==> config.mk <==
export PLATFORM = sky130hd
export DESIGN_NAME = photon_counter_mc
export DESIGN_NICKNAME = d
export VERILOG_FILES = /design/src/rtl/photon_counter_mc.sv
export SDC_FILE = /design/constraint.sdc
export NUM_CORES = 1
export LEC_CHECK = 0
export CAP_MARGIN = 20
export CORE_MARGIN = 8
export CORE_UTILIZATION = 60
export CTS_CLUSTER_DIAMETER = 40
export DETAILED_ROUTE_END_ITERATION = 7
export HOLD_SLACK_MARGIN = 0.05
export PLACE_DENSITY = 0.88
export SLEW_MARGIN = 20
export SYNTH_ARGS = -nofsm -noshare
export SYNTH_HDL_FRONTEND = slang
export SYNTH_SLANG_ARGS = --single-unit
==> constraint.sdc <==
create_clock -name clk_clk -period 7.9 [get_ports clk_clk]
set_input_delay 1.975 -clock clk_clk [delete_from_list [all_inputs] [get_ports clk_clk]]
set_output_delay 1.975 -clock clk_clk [all_outputs]
set_load 0.005 [all_outputs]
==> src/rtl/photon_counter_mc.sv <==
// Multi-channel gated photon pulse counter with double-buffered counts.
// Each closed gate yields one 64-bit record per channel toward a backpressured FIFO.
module photon_counter_mc #(
   parameter int unsigned NUM_CH      = 4,
   parameter int unsigned COUNT_W     = 32,
   parameter int unsigned GATE_W      = 24,
   parameter int unsigned SYNC_STAGES = 2
) (
   input  logic              clk_clk,
   input  logic              reset_reset_n,
   input  logic [NUM_CH-1:0] photon,
   input  logic              tri_in,
   input  logic              mode_cont,
   input  logic              enable,
   input  logic [GATE_W-1:0] gate_len,
   input  logic              fifo_full,
   output logic [63:0]       writedata,
   output logic              write,
   output logic              busy,
   output logic [23:0]       frame_cnt,
   output logic [15:0]       drop_cnt
);

   localparam int unsigned CH_W    = 4;
   localparam int unsigned FRAME_W = 24;
   localparam int unsigned DROP_W  = 16;
   localparam int unsigned IN_W    = NUM_CH + 1;
   localparam int unsigned CHAIN_W = SYNC_STAGES * IN_W;
   localparam logic [CH_W-1:0] LAST_CH = CH_W'(NUM_CH - 1);

   typedef enum logic {IDLE, GATE} gate_state_t;
   typedef enum logic {D_IDLE, D_WRITE} drain_state_t;

   gate_state_t  gate_state, gate_nxt;
   drain_state_t drain_state, drain_nxt;

   logic [CHAIN_W-1:0] sync_q;
   logic [IN_W-1:0]    prev_q;
   logic [IN_W-1:0]    rise_c;
   logic [NUM_CH-1:0]  inc;

   logic [GATE_W-1:0]  gate_cnt_q, gate_cnt_nxt;
   logic               eog, load;

   logic [COUNT_W-1:0] cnt_q   [NUM_CH];
   logic [COUNT_W-1:0] cnt_new [NUM_CH];
   logic               sat_q   [NUM_CH];
   logic               sat_new [NUM_CH];
   logic [COUNT_W-1:0] sh_cnt  [NUM_CH];
   logic               sh_sat  [NUM_CH];
   logic [FRAME_W-1:0] sh_frame;

   logic               shadow_full, shadow_full_nxt;
   logic               drop_pend, drop_pend_nxt;
   logic               accept, drop, last_wr;
   logic [CH_W-1:0]    ch_q, ch_nxt;
   logic [COUNT_W-1:0] rec_cnt;
   logic               rec_sat;
   logic [63:0]        rec;

   // Photon and trigger synchronisers share one shift chain; trigger is the MSB
   always_ff @(posedge clk_clk or negedge reset_reset_n) begin
      if (!reset_reset_n) begin
         sync_q <= '0;
         prev_q <= '0;
      end else begin
         sync_q <= {sync_q[CHAIN_W-IN_W-1:0], tri_in, photon};
         prev_q <= sync_q[CHAIN_W-1 -: IN_W];
      end
   end

   assign rise_c = sync_q[CHAIN_W-1 -: IN_W] & ~prev_q;
   assign inc    = rise_c[NUM_CH-1:0] & {NUM_CH{gate_state == GATE}};

   always_comb begin
      gate_nxt     = gate_state;
      gate_cnt_nxt = gate_cnt_q;
      eog          = 1'b0;
      load         = 1'b0;
      case (gate_state)
         IDLE: begin
            if (enable && (mode_cont || rise_c[NUM_CH])) begin
               gate_nxt = GATE;
               load     = 1'b1;
            end
         end
         GATE: begin
            gate_cnt_nxt = gate_cnt_q - GATE_W'(1);
            if (gate_cnt_q == GATE_W'(1)) begin
               eog = 1'b1;
               if (mode_cont && enable) load = 1'b1;
               else gate_nxt = IDLE;
            end
         end
         default: gate_nxt = IDLE;
      endcase
      if (load) gate_cnt_nxt = (gate_len == '0) ? GATE_W'(1) : gate_len;
   end

   always_ff @(posedge clk_clk or negedge reset_reset_n) begin
      if (!reset_reset_n) begin
         gate_state <= IDLE;
         gate_cnt_q <= '0;
      end else begin
         gate_state <= gate_nxt;
         gate_cnt_q <= gate_cnt_nxt;
      end
   end

   // Saturating increment; a lost edge at full scale marks the frame
   always_comb begin
      for (int c = 0; c < NUM_CH; c++) begin
         cnt_new[c] = cnt_q[c];
         sat_new[c] = sat_q[c];
         if (inc[c]) begin
            if (&cnt_q[c]) sat_new[c] = 1'b1;
            else cnt_new[c] = cnt_q[c] + COUNT_W'(1);
         end
      end
   end

   // The shadow may be refilled on the very cycle its last record leaves
   assign last_wr         = write && (ch_q == LAST_CH);
   assign accept          = eog && (!shadow_full || last_wr);
   assign drop            = eog && !accept;
   assign shadow_full_nxt = accept || (shadow_full && !last_wr);
   assign drop_pend_nxt   = drop || (drop_pend && !last_wr);

   always_ff @(posedge clk_clk or negedge reset_reset_n) begin
      if (!reset_reset_n) begin
         for (int c = 0; c < NUM_CH; c++) begin
            cnt_q[c]  <= '0;
            sat_q[c]  <= 1'b0;
            sh_cnt[c] <= '0;
            sh_sat[c] <= 1'b0;
         end
         sh_frame    <= '0;
         shadow_full <= 1'b0;
         drop_pend   <= 1'b0;
         frame_cnt   <= '0;
         drop_cnt    <= '0;
      end else begin
         for (int c = 0; c < NUM_CH; c++) begin
            cnt_q[c] <= eog ? '0 : cnt_new[c];
            sat_q[c] <= eog ? 1'b0 : sat_new[c];
            if (accept) begin
               sh_cnt[c] <= cnt_new[c];
               sh_sat[c] <= sat_new[c];
            end
         end
         if (accept) sh_frame <= frame_cnt;
         if (eog) frame_cnt <= frame_cnt + FRAME_W'(1);
         if (drop && (drop_cnt != '1)) drop_cnt <= drop_cnt + DROP_W'(1);
         shadow_full <= shadow_full_nxt;
         drop_pend   <= drop_pend_nxt;
      end
   end

   // Drain walks the shadow one channel per accepted FIFO slot
   always_comb begin
      drain_nxt = drain_state;
      ch_nxt    = ch_q;
      write     = 1'b0;
      case (drain_state)
         D_IDLE: begin
            if (shadow_full) begin
               drain_nxt = D_WRITE;
               ch_nxt    = '0;
            end
         end
         D_WRITE: begin
            if (!fifo_full) begin
               write = 1'b1;
               if (ch_q == LAST_CH) drain_nxt = D_IDLE;
               else ch_nxt = ch_q + CH_W'(1);
            end
         end
         default: drain_nxt = D_IDLE;
      endcase
   end

   always_comb begin
      rec_cnt = '0;
      rec_sat = 1'b0;
      for (int c = 0; c < NUM_CH; c++) begin
         if (ch_nxt == CH_W'(c)) begin
            rec_cnt = sh_cnt[c];
            rec_sat = sh_sat[c];
         end
      end
      rec = {ch_nxt, rec_sat, drop_pend_nxt, 2'b00, sh_frame, 32'(rec_cnt)};
   end

   always_ff @(posedge clk_clk or negedge reset_reset_n) begin
      if (!reset_reset_n) begin
         drain_state <= D_IDLE;
         ch_q        <= '0;
         writedata   <= '0;
         busy        <= 1'b0;
      end else begin
         drain_state <= drain_nxt;
         ch_q        <= ch_nxt;
         writedata   <= (drain_nxt == D_WRITE) ? rec : '0;
         busy        <= (gate_nxt == GATE) || shadow_full_nxt;
      end
   end

endmodule

==> flow_metrics.env, run 1 <==
export IMPL_syn_to_final_growth_pct=16.6
export IMPL_ys_warn_count=0
export IMPL_yosys_most_used_dff="dfrtp_1"
export IMPL_worstSkewPairLatency_ns=0.55
export IMPL_synthAdderAreaFrac_pct=0.583
export IMPL_setup_viol=0
export IMPL_num_rows=65
export IMPL_holdBufCountCts=0
export IMPL_dpl_hpwl_um=32200
export IMPL_hp_class="register to register"
export IMPL_worst_pin_slew_ns=1.09
export IMPL_yosys_area_share_xor_xnor_pct=7.67
export IMPL_postCtsSetupRepairBufs=0
export IMPL_viasPerCell=6.21
export IMPL_port_buffers=137
export IMPL_cp_arrival_ns=3.32
export IMPL_post_drt_wl_per_cell_um=20.0
export IMPL_worstPathRequired_ns=5.93
export IMPL_pin_count=140
export IMPL_max_clock_freq_ghz=0.189
export IMPL_antenna_found_initial=0
export IMPL_vias=15400
export IMPL_synth_top_family_by_area="simple AND/OR/NAND/NOR gates"
export IMPL_dieWidth_um=195
export IMPL_die_area_um2=38200
export IMPL_peakVddDrop_mv=0.174
export IMPL_ys_seq_area_share_pct=56.8
export IMPL_cpMostUsedCell="clkdlybuf4s50_1"
export IMPL_clk_pin_slew_worst_paths_ns=0.06
export IMPL_avgSynthCellArea_um2=10.0
export IMPL_fillers=2011
export IMPL_fin_crit_sh_pct=67.0
export IMPL_drive_gt1_share_pct=5.89
export IMPL_drtAntennaViolNets=0
export IMPL_outcome="finished, final reports clean"
export IMPL_n_antenna_cell=0
export IMPL_skew_ns=0.0184
export IMPL_synthMuxAreaShare_pct=2.35
export IMPL_r2r_setup_slack_ns=3.80
export IMPL_slew_violations=0
export IMPL_clock_sinks=438
export IMPL_power_leakage_nw=9.99
export IMPL_firstDrtPassIters=8
export IMPL_setup_worst_path_start_class="primary input"
export IMPL_first_global_vias=15500
export IMPL_layout_common_cells="dfrtp_1 (438), nand2_1 (279), nor2_1 (200), o21ai_0 (173), clkdlybuf4s50_1 (136)"
export IMPL_slowest_delay_ns=0.51
export IMPL_synth_compound_area_share_pct=8.52
export IMPL_maxSlewHeadroom_pct=26.6
export IMPL_yosysUniqueCellTypes=69
export IMPL_synth_async_reset_ratio_pct=100
export IMPL_grt_pass1_wl_um=80600
export IMPL_min_period_ns=5.29
export IMPL_track_usage_pct=25.7
export IMPL_critPathCaptureType="output pin"
export IMPL_tritoncts="yes"
export IMPL_fin_tns_setup_ns=0
export IMPL_crit_fanout=4
export IMPL_cts_resized=0
export IMPL_power_per_cell_area_nw_per_um2=257
export IMPL_power_mw=5.79
export IMPL_drtIter0Drc=1797
export IMPL_final_common_cell="dfrtp_1"
export IMPL_path_cells="clkdlybuf4s50_1 -> nand2b_1 -> inv_1 -> clkdlybuf4s50_1"
export IMPL_grt_max_degree=159
export IMPL_final_hold_violation_count=0
export IMPL_syn_area_um2=19300
export IMPL_core_area_um2=31600
export IMPL_path_class="primary input to output pin"
export IMPL_synth_edff_count=0
export IMPL_wirelength_um=49400
export IMPL_start_util_pct=61.0
export IMPL_yosys_area_share_simple_pct=21.0
export IMPL_cts_root_buffer="clkbuf_16"
export IMPL_routabilityCongestion=0.918
export IMPL_cts_made_buffers=48
export IMPL_rsz0062_at_grt="no"
export IMPL_clockBufferDepth=3
export IMPL_drc=0
export IMPL_synth_seq_cells=438
export IMPL_fin_nets=2075
export IMPL_cap_violations=0
export IMPL_critPathSlowestCell="clkdlybuf4s50_1"
export IMPL_fp_dieH_um=195
export IMPL_syn_inst=1926
export IMPL_grt_overflow_total=0
export IMPL_htreeDepth=2
-- cells in the mapped netlist (all sizes together), types with 40 or more instances --
cell,n,area share [%]
xor2,84,3.8
nand3,84,2.2
o21ai,180,4.7
clkbuf,67,1.3
mux2i,43,2.2
nor2,201,3.9
and2,40,1.3
dfrtp,438,57
xnor2,85,3.9
nand2,282,5.5
nand4,64,2.1
inv,51,0.99
-- registers in the layout, indices dropped and copies added, names as in the netlist, 4 cells and up --
name and cells:
frame_cnt 24, sat_q 4, sh_cnt 128, sh_sat 4, writedata 62, gate_cnt_q 24, cnt_q 128, prev_q 5
sync_q 10, drop_cnt 16, ch_q 4, sh_frame 24
-- worst max-delay path: cells and delay by family --
family        cells  cell delay, ns
buf+inv           3            1.08
simple gates      1            0.25
-- cell families (layout without fill, tap and decap cells) --
logic type | Yosys count | after routing
compound gates | 276 | 276
xor+xnor | 169 | 169
fa+ha+maj | 9 | 9
buf+inv | 147 | 291
flops | 438 | 438
mux | 45 | 45
other cells | 1 | 2
simple gates | 841 | 841
-- through the flow --
step	worst slack (ns)	hold slack, ns	util [%]	std cells	instance area, um2
after floorplan	3.71	0.331	-	1927	19300
after global placement	2.65	0.334	66.2	2384	20900
after detailed placement	2.63	0.336	66.2	2384	20900
after CTS	2.62	0.351	71.0	2473	22500
after global routing	2.58	0.368	71.1	2473	22500
final	2.61	0.347	71.1	2473	22500
-- final timing paths --
path / to / depth (start not counted) / from
worst max register to register: sh_cnt[14] / 8 / gate_cnt_q[8]
worst min register to register: sync_q[6] / 0 / sync_q[1]
min in group asynchronous: frame_cnt[17] / 1 / reset_reset_n
worst min-delay path: sync_q[6] / 0 / sync_q[1]
worst max-delay path: write / 4 / fifo_full
max in group asynchronous: sh_cnt[33] / 2 / reset_reset_n
-- final cells by class --
| type | count | area, um2 | share of cell area [%] |
|---|---|---|---|
| multi-input cells | 1342 | 7830 | 34.8 |
| repair buffers | 151 | 1500 | 6.66 |
| clock inverters | 31 | 241 | 1.07 |
| well taps | 402 | 503 | 2.24 |
| clock buffers | 58 | 1280 | 5.69 |
| inverters | 51 | 191 | 0.851 |
| flip-flops and latches | 438 | 11000 | 48.7 |
-- metal layers --
metal | up-vias | share of wire [%] | global-route usage (%)
met5 | - | 0 | 0
met4 | 0 | 5.5 | 13.4
met3 | 185 | 7.0 | 4.35
met2 | 764 | 49 | 42.8
met1 | 7569 | 38 | 32.1
li1 | 6835 | - | -
-- power by group --
part / internal, mW / leakage (nW) / switching [mW]
clock network: 1.21 / 0.732 / 0.923
logic: 0.419 / 3.29 / 0.658
registers: 2.42 / 5.96 / 0.160
total: 4.05 / 9.99 / 1.74
Note: power is estimated with default switching activity, not from simulation.
==> inputs of run 2 (changes only) <==
Settings changed: CORE_UTILIZATION 60 to 59, PLACE_DENSITY 0.88 to 0.87.
Clock period 7.9 ns to 5.5 ns, I/O delays scaled along.
==> run 2 against run 1 <==
Sequential cell count is the same; global-route usage shrank 0.32 points; clock power grew 56%; total power grew 48%; combinational power grew 39%; clock skew shrank 0.0042 ns; via count shrank 0.85%; critical path type unchanged; critical endpoint unchanged.
==> flow_metrics.env, run 2 (synthesized netlist as in run 1, its figures left out) <==
export IMPL_outcome="finished, final reports clean"
export IMPL_final_cell_area_um2=22700
export IMPL_top_regs="cnt_q x128, sh_cnt x128, writedata x62"
export IMPL_viasPerCell=6.07
export IMPL_routabilityCongestion=0.897
export IMPL_grt_pass1_wl_um=80000
export IMPL_postCtsSetupRepairBufs=0
export IMPL_htreeDepth=2
export IMPL_maxSlewHeadroom_pct=22.8
export IMPL_drc=0
export IMPL_dieWidth_um=197
export IMPL_worst_pin_slew_ns=1.15
export IMPL_port_buffers=137
export IMPL_post_drt_wl_per_cell_um=19.7
export IMPL_drtAntennaViolNets=0
export IMPL_cts_resized=0
export IMPL_grt_max_degree=250
export IMPL_syn_to_final_growth_pct=17.7
export IMPL_clk_pin_slew_worst_paths_ns=0.06
export IMPL_die_area_um2=38800
export IMPL_fillers=2213
export IMPL_peakVddDrop_mv=0.339
export IMPL_dpl_hpwl_um=32200
export IMPL_worstPathRequired_ns=4.12
export IMPL_holdBufCountCts=0
export IMPL_drtIter0Drc=1696
export IMPL_antenna_found_initial=0
export IMPL_hp_class="register to register"
export IMPL_max_clock_freq_ghz=0.248
export IMPL_drive_gt1_share_pct=5.76
export IMPL_grt_overflow_total=0
export IMPL_rsz0062_at_grt="no"
export IMPL_hold_ws_ns=0.349
export IMPL_path_class="primary input to output pin"
export IMPL_setup_worst_path_start_class="primary input"
export IMPL_first_global_vias=15300
export IMPL_fin_nets=2074
export IMPL_cap_violations=0
export IMPL_setup_viol=0
export IMPL_cts_made_buffers=48
export IMPL_layout_common_cells="dfrtp_1 (438), nand2_1 (280), nor2_1 (200), o21ai_0 (173), clkdlybuf4s50_1 (136)"
export IMPL_cp_arrival_ns=2.66
export IMPL_placed_cell_area_um2=21100
export IMPL_timing_final_ws_setup_ns=1.46
export IMPL_clock_sinks=438
export IMPL_power_per_cell_area_nw_per_um2=377
export IMPL_vias=15200
export IMPL_fp_dieH_um=197
export IMPL_final_common_cell="dfrtp_1"
export IMPL_cts_root_buffer="clkbuf_16"
export IMPL_min_period_ns=4.04
export IMPL_final_hold_violation_count=0
export IMPL_pin_count=140
export IMPL_clockBufferDepth=3
export IMPL_skew_ns=0.0142
export IMPL_critPathCaptureType="output pin"
export IMPL_multiInputGateArea_um2=7820
export IMPL_fin_tns_setup_ns=0
export IMPL_worstSkewPairLatency_ns=0.55
export IMPL_post_route_util_pct=70.2
export IMPL_n_antenna_cell=0
export IMPL_slew_violations=0
export IMPL_firstDrtPassIters=6
export IMPL_crit_fanout=4
export IMPL_fin_crit_sh_pct=73.4
export IMPL_start_util_pct=59.6
export IMPL_wirelength_um=49400
export IMPL_core_area_um2=32400
export IMPL_power_leakage_nw=10.1
export IMPL_tritoncts="yes"
export IMPL_num_rows=66
export IMPL_track_usage_pct=25.4
export IMPL_dpl_worst_slack_ns=1.39
export IMPL_ff_latch_area_um2=11000
[run 2: changes by cell type in the layout (fill, tap and decap cells not counted), moves of 5 or more]
cell / before / now
clkinv_2: 12 / 4
buf_12: 1 / 6
buf_4: 12 / 7
clkbuf_8: 2 / 7
clkinvlp_4: 9 / 4
[run 2: layout make-up]
class,count,area share [%]
Clock buffer,61,5.90
Clock inverter,25,1.37
Inverter,51,0.842
Multi-Input combinational cell,1342,34.4
Sequential cell,438,48.2
Tap cell,442,2.43
Timing Repair Buffer,150,6.82
[run 2: final timing paths]
path / end / start / slack, ns / cells after the start
worst max-delay path: write / fifo_full / 1.46 / 4
worst min-delay path: sync_q[5] / sync_q[0] / 0.35 / 0
worst max register to register: sh_cnt[33] / gate_cnt_q[8] / 2.05 / 7
worst min register to register: sync_q[5] / sync_q[0] / 0.35 / 0
max in group asynchronous: drop_cnt[7] / reset_reset_n / 3.43 / 2
min in group asynchronous: writedata[46] / reset_reset_n / 0.92 / 1
[run 2: power breakdown]
group / leakage [nW] / internal [mW] / switching [mW]
Combinational: 3.30 / 0.609 / 0.890
Clock: 0.802 / 1.98 / 1.34
Sequential: 5.96 / 3.48 / 0.260
[run 2: routing by layer]
layer / vias up / GRT usage [%] / wire [um]
li1: 6826 / - / -
met1: 7552 / 32.8 / 19500
met2: 693 / 41.6 / 24100
met3: 151 / 4.81 / 3670
met4: 0 / 11.1 / 2130
met5: - / 0 / 0
[run 2: worst max-delay path, stage by stage]
cell	delay, ns
clkdlybuf4s50_1	0.44
nand2b_1	0.23
inv_1	0.11
clkdlybuf4s50_1	0.50
[run 2: metrics by stage]
stage | std cells | power (mW)
floorplan | 1927 | 4.60
global placement | 2423 | 5.17
detailed placement | 2423 | 5.24
CTS | 2509 | 8.56
global route | 2509 | 8.88
finish | 2509 | 8.56
==> inputs of run 3 (changes only) <==
Clock period 5.5 ns to 3.9 ns, I/O delays scaled along.
==> run 3 against run 2 <==
Total power is 46% higher; sequential cell count unchanged; final cell count increased by 0.76%; sequential share of layout area shrank 0.61 points; wire length is 0.31% higher; critical endpoint unchanged.
==> flow_metrics.env, run 3 (synthesized netlist as in run 1, its figures left out) <==
export IMPL_final_cell_area_um2=23000
export IMPL_slew_violations=0
export IMPL_track_usage_pct=25.2
export IMPL_cts_root_buffer="clkbuf_16"
export IMPL_num_rows=66
export IMPL_wirelength_um=49500
export IMPL_rsz0062_at_grt="no"
export IMPL_p_sw_mw=3.52
export IMPL_skew_ns=0.0191
export IMPL_power_leakage_nw=10.2
export IMPL_drc=0
export IMPL_clkPwrFrac_pct=40.5
export IMPL_cpMostUsedCell="clkdlybuf4s50_1"
export IMPL_cp_arrival_ns=2.31
export IMPL_post_drt_wl_per_cell_um=19.6
export IMPL_postCtsSetupRepairBufs=0
export IMPL_fin_crit_sh_pct=84.2
export IMPL_antenna_found_initial=0
export IMPL_grt_pass1_wl_um=80000
export IMPL_grt_max_degree=115
export IMPL_tritoncts="yes"
export IMPL_crit_fanout=4
export IMPL_swShare_pct=28.2
export IMPL_holdBufCountCts=0
export IMPL_die_area_um2=38800
export IMPL_dieWidth_um=197
export IMPL_path_class="primary input to output pin"
export IMPL_syn_to_final_growth_pct=19.2
export IMPL_cap_violations=0
export IMPL_outcome="finished, final reports clean"
export IMPL_dpl_hpwl_um=32800
export IMPL_timing_final_ws_setup_ns=0.614
export IMPL_setup_worst_path_start_class="primary input"
export IMPL_cp_top_family="buffers and inverters"
export IMPL_n_antenna_cell=0
export IMPL_fp_dieH_um=197
export IMPL_placed_cell_area_um2=21200
export IMPL_clockBufferDepth=3
export IMPL_core_area_um2=32400
export IMPL_slowest_delay_ns=0.52
export IMPL_cts_resized=0
export IMPL_clk_pin_slew_worst_paths_ns=0.05
export IMPL_worstPathRequired_ns=2.92
export IMPL_htreeDepth=2
export IMPL_final_common_cell="dfrtp_1"
export IMPL_worstSkewPairLatency_ns=0.56
export IMPL_drtIter0Drc=1582
export IMPL_hp_class="register to register"
export IMPL_cts_made_buffers=51
export IMPL_r2r_setup_slack_ns=0.82
export IMPL_first_global_vias=15300
export IMPL_dpl_worst_slack_ns=0.627
export IMPL_path_cells="clkdlybuf4s50_1 -> nand2b_1 -> inv_1 -> clkdlybuf4s50_1"
export IMPL_fin_nets=2090
export IMPL_start_util_pct=59.6
export IMPL_setup_viol=0
export IMPL_power_per_cell_area_nw_per_um2=542
export IMPL_final_hold_violation_count=0
export IMPL_vias=15400
export IMPL_firstDrtPassIters=6
export IMPL_viasPerCell=6.11
export IMPL_routabilityCongestion=0.895
export IMPL_clock_sinks=438
export IMPL_power_share_sequential_pct=42.2
export IMPL_drtAntennaViolNets=0
export IMPL_drive_gt1_share_pct=6.52
export IMPL_layout_common_cells="dfrtp_1 (438), nand2_1 (281), nor2_1 (200), o21ai_0 (173), clkdlybuf4s50_1 (136)"
export IMPL_pin_count=140
export IMPL_power_mw=12.5
export IMPL_max_clock_freq_ghz=0.304
export IMPL_peakVddDrop_mv=0.435
export IMPL_port_buffers=137
export IMPL_post_route_util_pct=71.1
export IMPL_p_int_mw=8.96
export IMPL_min_period_ns=3.29
export IMPL_grt_overflow_total=0
export IMPL_fin_tns_setup_ns=0
export IMPL_critPathCaptureType="output pin"
export IMPL_critPathSlowestCell="clkdlybuf4s50_1"
export IMPL_top_regs="cnt_q x128, sh_cnt x128, writedata x62"
export IMPL_combPwrFrac_pct=17.3
export IMPL_cp_buffers_inverters=3
export IMPL_worst_pin_slew_ns=1.02
export IMPL_maxSlewHeadroom_pct=31.6
==> run 3: cell types whose count changed in the layout (fill, tap and decap cells not counted), moves of 2 or more <==
cell / previous run / this run
a31oi_2: 0 / 2
buf_12: 6 / 9
clkinvlp_4: 4 / 1
clkinv_2: 4 / 6
clkbuf_8: 7 / 9
bufinv_16: 5 / 9
inv_8: 2 / 0
clkbuf_16: 49 / 51
buf_4: 7 / 17
==> run 3: power by group through the flow <==
stage,Clock (mW),Combinational (mW),Sequential [mW]
detailed placement,0,2.10,5.32
floorplan,0,1.27,5.22
global placement,0,2.03,5.31
CTS,5.10,2.14,5.25
finish,5.05,2.15,5.27
global route,5.29,2.37,5.30
==> run 3: through the flow <==
step | hold slack, ns | std cells
6_report | 0.345 | 2528
5_1_grt | 0.349 | 2528
4_1_cts | 0.346 | 2528
3_5_place_dp | 0.335 | 2436
3_3_place_gp | 0.333 | 2436
2_1_floorplan | 0.331 | 1927
==> run 3: final timing paths <==
| kind | startpoint | end | cells after the start |
|---|---|---|---|
| setup / recovery | fifo_full | write | 4 |
| hold / removal | sync_q[4] | sync_q[9] | 0 |
| setup reg to reg | cnt_q[64] | sh_cnt[83] | 7 |
| hold reg to reg | sync_q[4] | sync_q[9] | 0 |
| max in group asynchronous | reset_reset_n | gate_cnt_q[9] | 2 |
| min in group asynchronous | reset_reset_n | sh_frame[2] | 1 |
==> run 3: per-layer routing <==
layer / vias up / global-route usage (%) / part of all wire [%]
li1: 6878 / - / -
met1: 7621 / 32.4 / 39
met2: 768 / 42.4 / 49
met3: 171 / 3.62 / 7.2
met4: 0 / 11.1 / 4.4
met5: - / 0 / 0
==> run 3: layout make-up <==
class                           instances  area, um2
Clock buffer                           66       1420
Clock inverter                         26        395
Fill cell                            2177       9360
Inverter                               51        191
Multi-Input combinational cell       1342       7800
Sequential cell                       438      11000
Tap cell                              442        553
Timing Repair Buffer                  163       1680
==> run 3: worst register-to-register path: stages (launching register included) <==
cell     delay, ns
dfrtp_1       0.42
ha_1          0.20
nand3_1       0.23
or4_1         0.60
o31ai_1       0.87
nor3_1        0.16
xnor2_1       0.30
o21ai_0       0.16
